===== config.mk =====
export PLATFORM = sky130hd
export DESIGN_NAME = serial_subtractor
export DESIGN_NICKNAME = d
export VERILOG_FILES = /design/src/rtl/serial_subtractor_pkg.sv /design/src/rtl/serial_subtractor_full_subtractor_bit.sv /design/src/rtl/serial_subtractor.sv
export SDC_FILE = /design/constraint.sdc
export NUM_CORES = 1
export LEC_CHECK = 0
export CAP_MARGIN = 0
export CORE_AREA = 3 3 61 63
export DETAILED_ROUTE_END_ITERATION = 7
export DIE_AREA = 0 0 64 66
export PLACE_DENSITY = 0.8
export SETUP_SLACK_MARGIN = 0.1
export SYNTH_ARGS = -nofsm -noshare
export SYNTH_HDL_FRONTEND = slang
export SYNTH_SLANG_ARGS = --single-unit

===== constraint.sdc =====
create_clock -name clk -period 2.4 [get_ports clk]
set_input_delay 0.48 -clock clk [delete_from_list [all_inputs] [get_ports clk]]
set_output_delay 0.48 -clock clk [all_outputs]
set_load 0.1 [all_outputs]

===== src/rtl/serial_subtractor_pkg.sv =====
`default_nettype none
// ============================================================================
// Module   : serial_subtractor_pkg
// Purpose  : Shared types and helpers for the bit-serial subtractor slice.
//            - state_t     : FSM encoding (IDLE, SHIFT, DONE)
//            - cnt_width() : bit-counter width, clog2(WIDTH), minimum 1
//            - c_MODE_*    : operation-select encodings for the optional
//                            add mode (SERIAL_ADD_EN builds only)
// Revision : 1.0  initial release
// ============================================================================
package serial_subtractor_pkg;

  typedef enum logic [1:0] {
    IDLE  = 2'd0,
    SHIFT = 2'd1,
    DONE  = 2'd2
  } state_t;

  localparam logic c_MODE_ADD = 1'b1;
  localparam logic c_MODE_SUB = 1'b0;

  // clog2 evaluated at elaboration; a 1-bit counter is the floor so that
  // WIDTH = 2 still yields a legal vector.
  function automatic int cnt_width(input int width);
    int w;
    w = 1;
    while ((1 << w) < width) begin
      w = w + 1;
    end
    return w;
  endfunction

endpackage : serial_subtractor_pkg
`default_nettype wire


===== src/rtl/serial_subtractor_full_subtractor_bit.sv =====
`default_nettype none
// ============================================================================
// Module   : full_subtractor_bit
// Purpose  : Combinational 1-bit full subtractor, computes a - b - borrow_in.
// Ports    : a, b, borrow_in  (in)  operand bits and incoming borrow
//            diff             (out) difference bit
//            borrow_out       (out) outgoing borrow
// Revision : 1.0  initial release
// ============================================================================
module full_subtractor_bit (
  input  logic a,
  input  logic b,
  input  logic borrow_in,
  output logic diff,
  output logic borrow_out
);

  logic w_axb;

  assign w_axb      = a ^ b;
  assign diff       = w_axb ^ borrow_in;
  // Borrow when b exceeds a outright, or when they tie and a borrow ripples in.
  assign borrow_out = (~a & b) | (~w_axb & borrow_in);

endmodule : full_subtractor_bit
`default_nettype wire


===== src/rtl/serial_subtractor.sv =====
`default_nettype none
// ============================================================================
// Module   : serial_subtractor
// Purpose  : Bit-serial, LSB-first two's-complement subtractor, diff = a - b,
//            one bit per clock over WIDTH cycles with a start/busy/done
//            handshake.
// Ports    : clk        (in)  rising-edge clock
//            rst_n      (in)  asynchronous active-low reset
//            start      (in)  request, sampled in IDLE and DONE
//            a, b       (in)  operands, captured on accepted start
//            mode       (in)  1 = add, 0 = subtract (SERIAL_ADD_EN only)
//            busy       (out) serial operation in progress
//            done       (out) one-cycle result-valid pulse
//            diff       (out) result, held until the next result
//            borrow_out (out) final borrow (final carry in add mode)
//            overflow   (out) signed overflow of the operation
// Config   : `define SERIAL_ADD_EN adds the mode port and add operation.
// Revision : 1.0  initial release
// ============================================================================
module serial_subtractor
  import serial_subtractor_pkg::*;
#(
  parameter int WIDTH = 8
) (
  input  logic             clk,
  input  logic             rst_n,
  input  logic             start,
  input  logic [WIDTH-1:0] a,
  input  logic [WIDTH-1:0] b,
`ifdef SERIAL_ADD_EN
  input  logic             mode,
`endif
  output logic             busy,
  output logic             done,
  output logic [WIDTH-1:0] diff,
  output logic             borrow_out,
  output logic             overflow
);

  localparam int c_CNT_W = cnt_width(WIDTH);
  localparam logic [c_CNT_W-1:0] c_LAST = c_CNT_W'(WIDTH - 1);

  state_t r_state;
  state_t w_state_next;

  logic [WIDTH-1:0]   r_a;
  logic [WIDTH-1:0]   r_b;
  logic [WIDTH-1:0]   r_res;
  logic               r_br;
  logic [c_CNT_W-1:0] r_cnt;
  logic               r_a_sign;
  logic               r_b_sign;
  logic               r_done;
  logic [WIDTH-1:0]   r_diff;
  logic               r_borrow;
  logic               r_ovf;

  logic             w_load;
  logic             w_last;
  logic             w_d;
  logic             w_sub_br;
  logic             w_br_next;
  logic             w_ovf;
  logic [WIDTH-1:0] w_res_next;

  // --------------------------------------------------------------------------
  // Serial cell
  // --------------------------------------------------------------------------
  full_subtractor_bit u_fsb (
    .a          (r_a[0]),
    .b          (r_b[0]),
    .borrow_in  (r_br),
    .diff       (w_d),
    .borrow_out (w_sub_br)
  );

`ifdef SERIAL_ADD_EN
  logic r_mode;
  logic w_is_add;
  logic w_carry;

  assign w_is_add  = (r_mode == c_MODE_ADD);
  // Sum and difference bits share the same three-input XOR, so only the
  // carry/borrow chain differs between modes; r_br holds either.
  assign w_carry   = (r_a[0] & r_b[0]) | ((r_a[0] ^ r_b[0]) & r_br);
  assign w_br_next = w_is_add ? w_carry : w_sub_br;
  assign w_ovf     = w_is_add ? ((r_a_sign == r_b_sign) && (w_d != r_a_sign))
                              : ((r_a_sign != r_b_sign) && (w_d != r_a_sign));
`else
  assign w_br_next = w_sub_br;
  assign w_ovf     = (r_a_sign != r_b_sign) && (w_d != r_a_sign);
`endif

  // The bit computed this cycle lands in the MSB; after WIDTH shifts the
  // LSB-first stream is right-aligned.
  assign w_res_next = {w_d, r_res[WIDTH-1:1]};
  assign w_last     = (r_cnt == c_LAST);
  assign w_load     = start && ((r_state == IDLE) || (r_state == DONE));

  // --------------------------------------------------------------------------
  // FSM
  // --------------------------------------------------------------------------
  always_ff @(posedge clk or negedge rst_n) begin
    if (!rst_n) begin
      r_state <= IDLE;
    end else begin
      r_state <= w_state_next;
    end
  end

  always_comb begin
    w_state_next = r_state;
    case (r_state)
      IDLE:    if (start) w_state_next = SHIFT;
      SHIFT:   if (w_last) w_state_next = DONE;
      DONE:    w_state_next = start ? SHIFT : IDLE;
      default: w_state_next = IDLE;
    endcase
  end

  // --------------------------------------------------------------------------
  // Datapath
  // --------------------------------------------------------------------------
  always_ff @(posedge clk or negedge rst_n) begin
    if (!rst_n) begin
      r_a      <= '0;
      r_b      <= '0;
      r_res    <= '0;
      r_br     <= 1'b0;
      r_cnt    <= '0;
      r_a_sign <= 1'b0;
      r_b_sign <= 1'b0;
      r_done   <= 1'b0;
      r_diff   <= '0;
      r_borrow <= 1'b0;
      r_ovf    <= 1'b0;
    end else begin
      // done trails the DONE state by one edge so it lands WIDTH+1 edges
      // after the accepting edge; the result registers are already stable.
      r_done <= (r_state == DONE);

      if (w_load) begin
        r_a      <= a;
        r_b      <= b;
        r_res    <= '0;
        r_br     <= 1'b0;
        r_cnt    <= '0;
        r_a_sign <= a[WIDTH-1];
        r_b_sign <= b[WIDTH-1];
      end else if (r_state == SHIFT) begin
        r_a   <= r_a >> 1;
        r_b   <= r_b >> 1;
        r_res <= w_res_next;
        r_br  <= w_br_next;
        if (w_last) begin
          r_diff   <= w_res_next;
          r_borrow <= w_br_next;
          r_ovf    <= w_ovf;
        end else begin
          r_cnt <= r_cnt + c_CNT_W'(1);
        end
      end
    end
  end

`ifdef SERIAL_ADD_EN
  always_ff @(posedge clk or negedge rst_n) begin
    if (!rst_n) begin
      r_mode <= c_MODE_SUB;
    end else if (w_load) begin
      r_mode <= mode;
    end
  end
`endif

  assign busy       = (r_state == SHIFT);
  assign done       = r_done;
  assign diff       = r_diff;
  assign borrow_out = r_borrow;
  assign overflow   = r_ovf;

endmodule : serial_subtractor
`default_nettype wire


* Yosys cells after proc, flatten, opt, wreduce, memory -nomap -nowiden
Index checks and enable logic that the tools add are counted.
** Word-level totals
- Bits in writable memories :: 0
- Word-level logic and storage cells :: 52
- Bits of input ports :: 19
- ROM bits :: 0
- Bits in latches :: 0
- Output and inout bits :: 12
- Bits in registers :: 43
- Memories :: 0
** Cells by class
- Divide/modulo/power cells :: 0
- Multiplexer cells :: 15
- Add/sub/neg operators :: 1
- Bitwise gates (word level) :: 8
- Order comparisons :: 0
- Multiply operators :: 0
- Equal/unequal tests :: 8
- Shift-type cells :: 0
- Reductions and logical operators :: 8
** Operator list (count)
- 8-bit 2-to-1 mux :: 6
- 3-bit 2-to-1 mux :: 3
- 2-bit case mux with 3 select lines :: 1
- 2-bit 2-to-1 mux :: 2
- 2-bit inequality test, second input constant :: 2
- 2-bit AND reduction :: 2
- 3-bit by 1-bit adder with 3-bit output, second input constant :: 1
- 3-bit equality test, second input constant :: 1
- 1-bit 2-to-1 mux :: 3
- 1-bit inverter :: 3
- 3-bit AND reduction :: 1
- 1-bit bitwise AND :: 2
- 2-bit by 1-bit equality test with 1-bit output, second input constant :: 1
- 2-bit equality test, second input constant :: 1
- 1-bit logical AND :: 2
- 2-bit logical NOT :: 1
- 1-bit inequality test :: 2
- 2-bit by 1-bit inequality test with 1-bit output, second input constant :: 1
- 2-bit nonzero test :: 1
- 1-bit XOR :: 2
- 1-bit logical OR :: 1
- 1-bit OR :: 1

* Depth between registers and ports, before layout
- Word-level depth :: 6
- Depth in mapped cells :: 6
- Depth with buffers taken out :: 5

* By module
A second synthesis with hierarchy kept.
** Unflattened totals
- Cell total of the unflattened synthesis :: 132
- Area total of the unflattened synthesis :: 1786.7 µm²
** Modules (own cells, without submodules)
- serial_subtractor :: area an instance 1755.4 µm², instances 1, cells an instance 128, seq. area each 1051.0 µm²
- full_subtractor_bit :: area an instance 31.3 µm², instances 1, cells an instance 4, seq. area each 0.0 µm²

* Least setup slack after synthesis
No wires, ideal clock.
- Path kind :: flip-flop to flip-flop
- Start point :: register r_cnt[0]
- End point :: register r_diff[3] (netlist: diff[3])
- Setup time :: 0.126 ns
- Slack :: 0.801 ns
- Clock period less this slack :: 1.599 ns
- Cell stages (with the launch flop) :: 6
- Data arrival time :: 1.473 ns
- Required time :: 2.274 ns
- Buffers on the path :: 1
- Cell sequence :: dfrtp_1 -> ha_1 -> ha_1 -> nand3b_1 -> buf_2 -> mux2_2
** On the way
- Longest elaborated chain between the ends :: 2
** RTL lines
- from (decl) :: RTL line serial_subtractor.sv:50 : logic [c_CNT_W-1:0] r_cnt;
- from (signal assigned) :: RTL line serial_subtractor.sv:160 : r_cnt <= r_cnt + c_CNT_W'(1);
- 3-bit equality test :: RTL line serial_subtractor.sv:97 : assign w_last = (r_cnt == c_LAST);
- 3-bit AND reduction (no source line)
- to (signal assigned) :: RTL line serial_subtractor.sv:156 : r_diff <= w_res_next;
- to (decl) :: RTL line serial_subtractor.sv:54 : logic [WIDTH-1:0] r_diff;
Every way passes these cells.
A chain may end at the register's enable or synchronous reset.

* Worst setup path after layout
- Start point :: register r_state[1]
- End point :: output port busy
** On the way
- Longest elaborated chain between the ends :: 1
** RTL lines
- from (decl) :: RTL line serial_subtractor.sv:43 : state_t r_state;
- from (signal assigned) :: RTL line serial_subtractor.sv:107 : r_state <= w_state_next;
- 2-bit by 1-bit equality test with 1-bit output :: RTL line serial_subtractor.sv:176 : assign busy = (r_state == SHIFT);
- to (decl) :: RTL line serial_subtractor.sv:33 : output logic busy,
Every way passes these cells.

==> flow_metrics.py <==
metrics = {
    "synth": {
        "synth_edf_count": 0,
        "synth_top_flop_cell": "dfrtp_1",
        "synthCells": 135,
        "synth_seq_area_share": 0.606,
        "yosys_register_bits": 42,
        "synthTopCellsByArea": "dfrtp_1, a22o_1, mux2_2, mux2i_1, o21ai_0",
        "syn_area_sq_um": 1730,
        "ys_types": 29,
        "synth_top_area_frac": 0.606,
        "yosysMostFrequentCell": "dfrtp_1",
        "yosys.area.top_type": "dfrtp_1",
        "synth.top_cells.by_count": "dfrtp_1, a22o_1, nand2_1, o21ai_0, mux2_2",
        "avgSynthCellArea_sq_um": 12.8,
        "synth_async_sr_flop_share": 1.00,
        "syn-num-nets": 157,
        "yosys_warnings": 0,
    },
    "global_route": {
        "grt_antenna_before_repair": 0,
        "grt_pass1_wl_microns": 5200,
        "grt_max_degree": 43,
        "grt.overflow.total": 0,
        "globalRouteTotalUtil": 0.166,
        "grt_pass1_vias": 1119,
    },
    "final_layout": {
        "antenna_cells": 0,
        "areaGrowthSynthToFinish_pct": 24.8,
        "final_area_sq_um": 2160,
        "drive_gt1_frac": 0.226,
        "nets": 189,
    },
    "worst_setup_path": {
        "crit_required_ns": 1.92,
        "timing.rr.end": "diff[2]$_DFFE_PN0P_",
        "critical_path.max_fanout": 17,
        "reg2reg_from": "r_cnt[0]$_DFFE_PN0P_",
        "regToRegSetupSlack_ns": 0.59,
        "r2r_cells": 4,
        "cp.arrival_ns": 1.49,
        "worstSetupStartpointType": "flip-flop",
        "cp_slowest_stage_delay_ns": 0.43,
        "worstPathCellList": "nand2b_1 > inv_2 > buf_12",
        "critPathSlowestCell": "dfrtp_1",
        "critPathKind": "reg -> out",
        "endpoint_kind": "primary output",
        "crit_start": "r_state[1]$_DFFE_PN0P_",
    },
    "pwr": {
        "ir_drop_uv": 480,
        "p_leak_nw": 1.04,
        "power_density_nw_per_um2": 1520,
    },
    "sta": {
        "setup_viol": 0,
        "rsz0062_at_grt": "false",
        "hold_viol": 0,
        "fin_skew_ns": 0.0105,
        "tns_ns": 0,
        "finalMaxSlewViolations": 0,
        "fin_crit_sh": 0.822,
        "tightest_slew_ns": 0.864,
        "fin_crit_ns": 1.97,
        "fmax_mhz": 507,
        "slew_headroom": 0.424,
    },
    "flow_run": {
        "max_cap_viol_count": 0,
    },
    "cts": {
        "holdBufCountCts": 0,
        "h-tree-depth": 2,
        "root_buffer": "clkbuf_4",
        "cts_sinks": 42,
        "clk_pin_slew_ns": 0.12,
        "clkLatencyLatePin_ns": 0.36,
        "cts_resized": 0,
        "cts_made_buffers": 5,
        "cts_tree": "done",
        "clk_path_buf_depth": 2,
        "post_cts_buffers": 0,
    },
    "outcome": {
        "outcome": "completed",
    },
    "placed_design": {
        "gp_congestion": 0.732,
        "placed_area_sq_um": 2050,
        "port_buffers": 30,
        "dp_hpwl_microns": 2180,
    },
    "min_path": {
        "min_path_type": "in -> async",
    },
    "route": {
        "wirelength_microns": 3040,
        "first_iter_violations": 53,
        "routedWlPerCell_microns": 14.2,
        "dr.pass1.iters": 4,
        "ant_nets": 0,
        "route.detailed.drc": 0,
        "viasPerCell": 5.28,
        "vias": 1130,
    },
    "floorplanning": {
        "die_y_microns": 66,
        "dieArea_sq_um": 4220,
        "start_util": 0.528,
        "fp-row-count": 21,
        "core-area_sq_um": 3280,
        "die_w_microns": 64,
        "ioPinCount": 31,
    },
}
==> report_power, final <==
group	internal, mW	total (mW)	switching (mW)	leakage [nW]
combinational	0.550	1.55	0.999	0.439
clock	0.353	0.576	0.223	0.0585
sequential	0.995	1.17	0.173	0.538
total	1.90	3.29	1.40	1.04
==> worst max path at each step <==
stage                                endpoint  depth (start not counted)
after global routing                     busy                          3
after global placement     r_b[0]$_DFFE_PN0P_                          5
after detailed placement   r_b[0]$_DFFE_PN0P_                          5
final                                    busy                          3
after floorplan           diff[3]$_DFFE_PN0P_                          5
after CTS                                busy                          3
==> layout by cell type (no fill, tap or decap), types with 4 or more instances in the layout <==
cell type,netlist,layout
mux2i_1,9,9
a21o_1,4,4
nand2_1,13,13
mux2_2,10,10
dfrtp_1,42,42
a22o_1,13,13
buf_4,4,12
o21ai_0,12,12
clkbuf_4,0,5
clkdlybuf4s50_1,0,17
==> state kept, by name, summed over array words and instances (netlist names) <==
name	cells
r_state	2
done	1
r_b_sign	1
r_a	8
borrow_out	1
r_res	7
overflow	1
r_a_sign	1
r_b	8
r_br	1
diff	8
r_cnt	3
==> worst max-delay path: cells and delay by family (launching register included) <==
family / cells / cell delay, ns
buffers and inverters: 2 / 0.51
flip-flops: 1 / 0.43
AND/OR/NAND/NOR: 1 / 0.18
==> metrics by stage <==
step	power, mW	utilization	worst slack [ns]	cells	hold WS (ns)
detailed placement	2.75	0.625	0.526	206	0.470
floorplan	2.38	-	0.801	135	0.184
global placement	2.68	0.625	0.531	206	0.462
global route	3.48	0.659	0.353	214	0.302
CTS	3.32	0.659	0.431	214	0.251
finish	3.29	0.659	0.427	214	0.218
==> cell type report <==
cell class / instances / area, sq um
repair buffers: 32 / 305
multi-input cells: 82 / 624
clock inverters: 2 / 60.1
inverters: 4 / 15.0
fillers: 274 / 1120
clock buffers: 6 / 51.3
flip-flops and latches: 42 / 1050
well taps: 46 / 57.6
==> logic make-up (layout without fill, tap and decap cells) <==
| kind of cell | count (synthesis) | count (layout) | share of synthesized area |
|---|---|---|---|
| AND/OR/NAND/NOR | 24 | 24 | 0.0722 |
| buffers and inverters | 11 | 44 | 0.0339 |
| XOR/XNOR | 1 | 1 | 0.00505 |
| adder cells (fa/ha/maj) | 3 | 3 | 0.0260 |
| AO/OA/AOI/OAI | 35 | 35 | 0.140 |
| multiplexers | 19 | 19 | 0.117 |
| flip-flops | 42 | 42 | 0.606 |
==> metal layers <==
metal,up-vias,routed length [microns],share of wire,track usage
met3,10,198,0.065,0.0459
met5,-,0,0,0
li1,539,-,-,-
met1,543,1260,0.42,0.189
met4,0,82,0.027,0.0970
met2,38,1500,0.49,0.280
(Power assumes the default switching activity.)
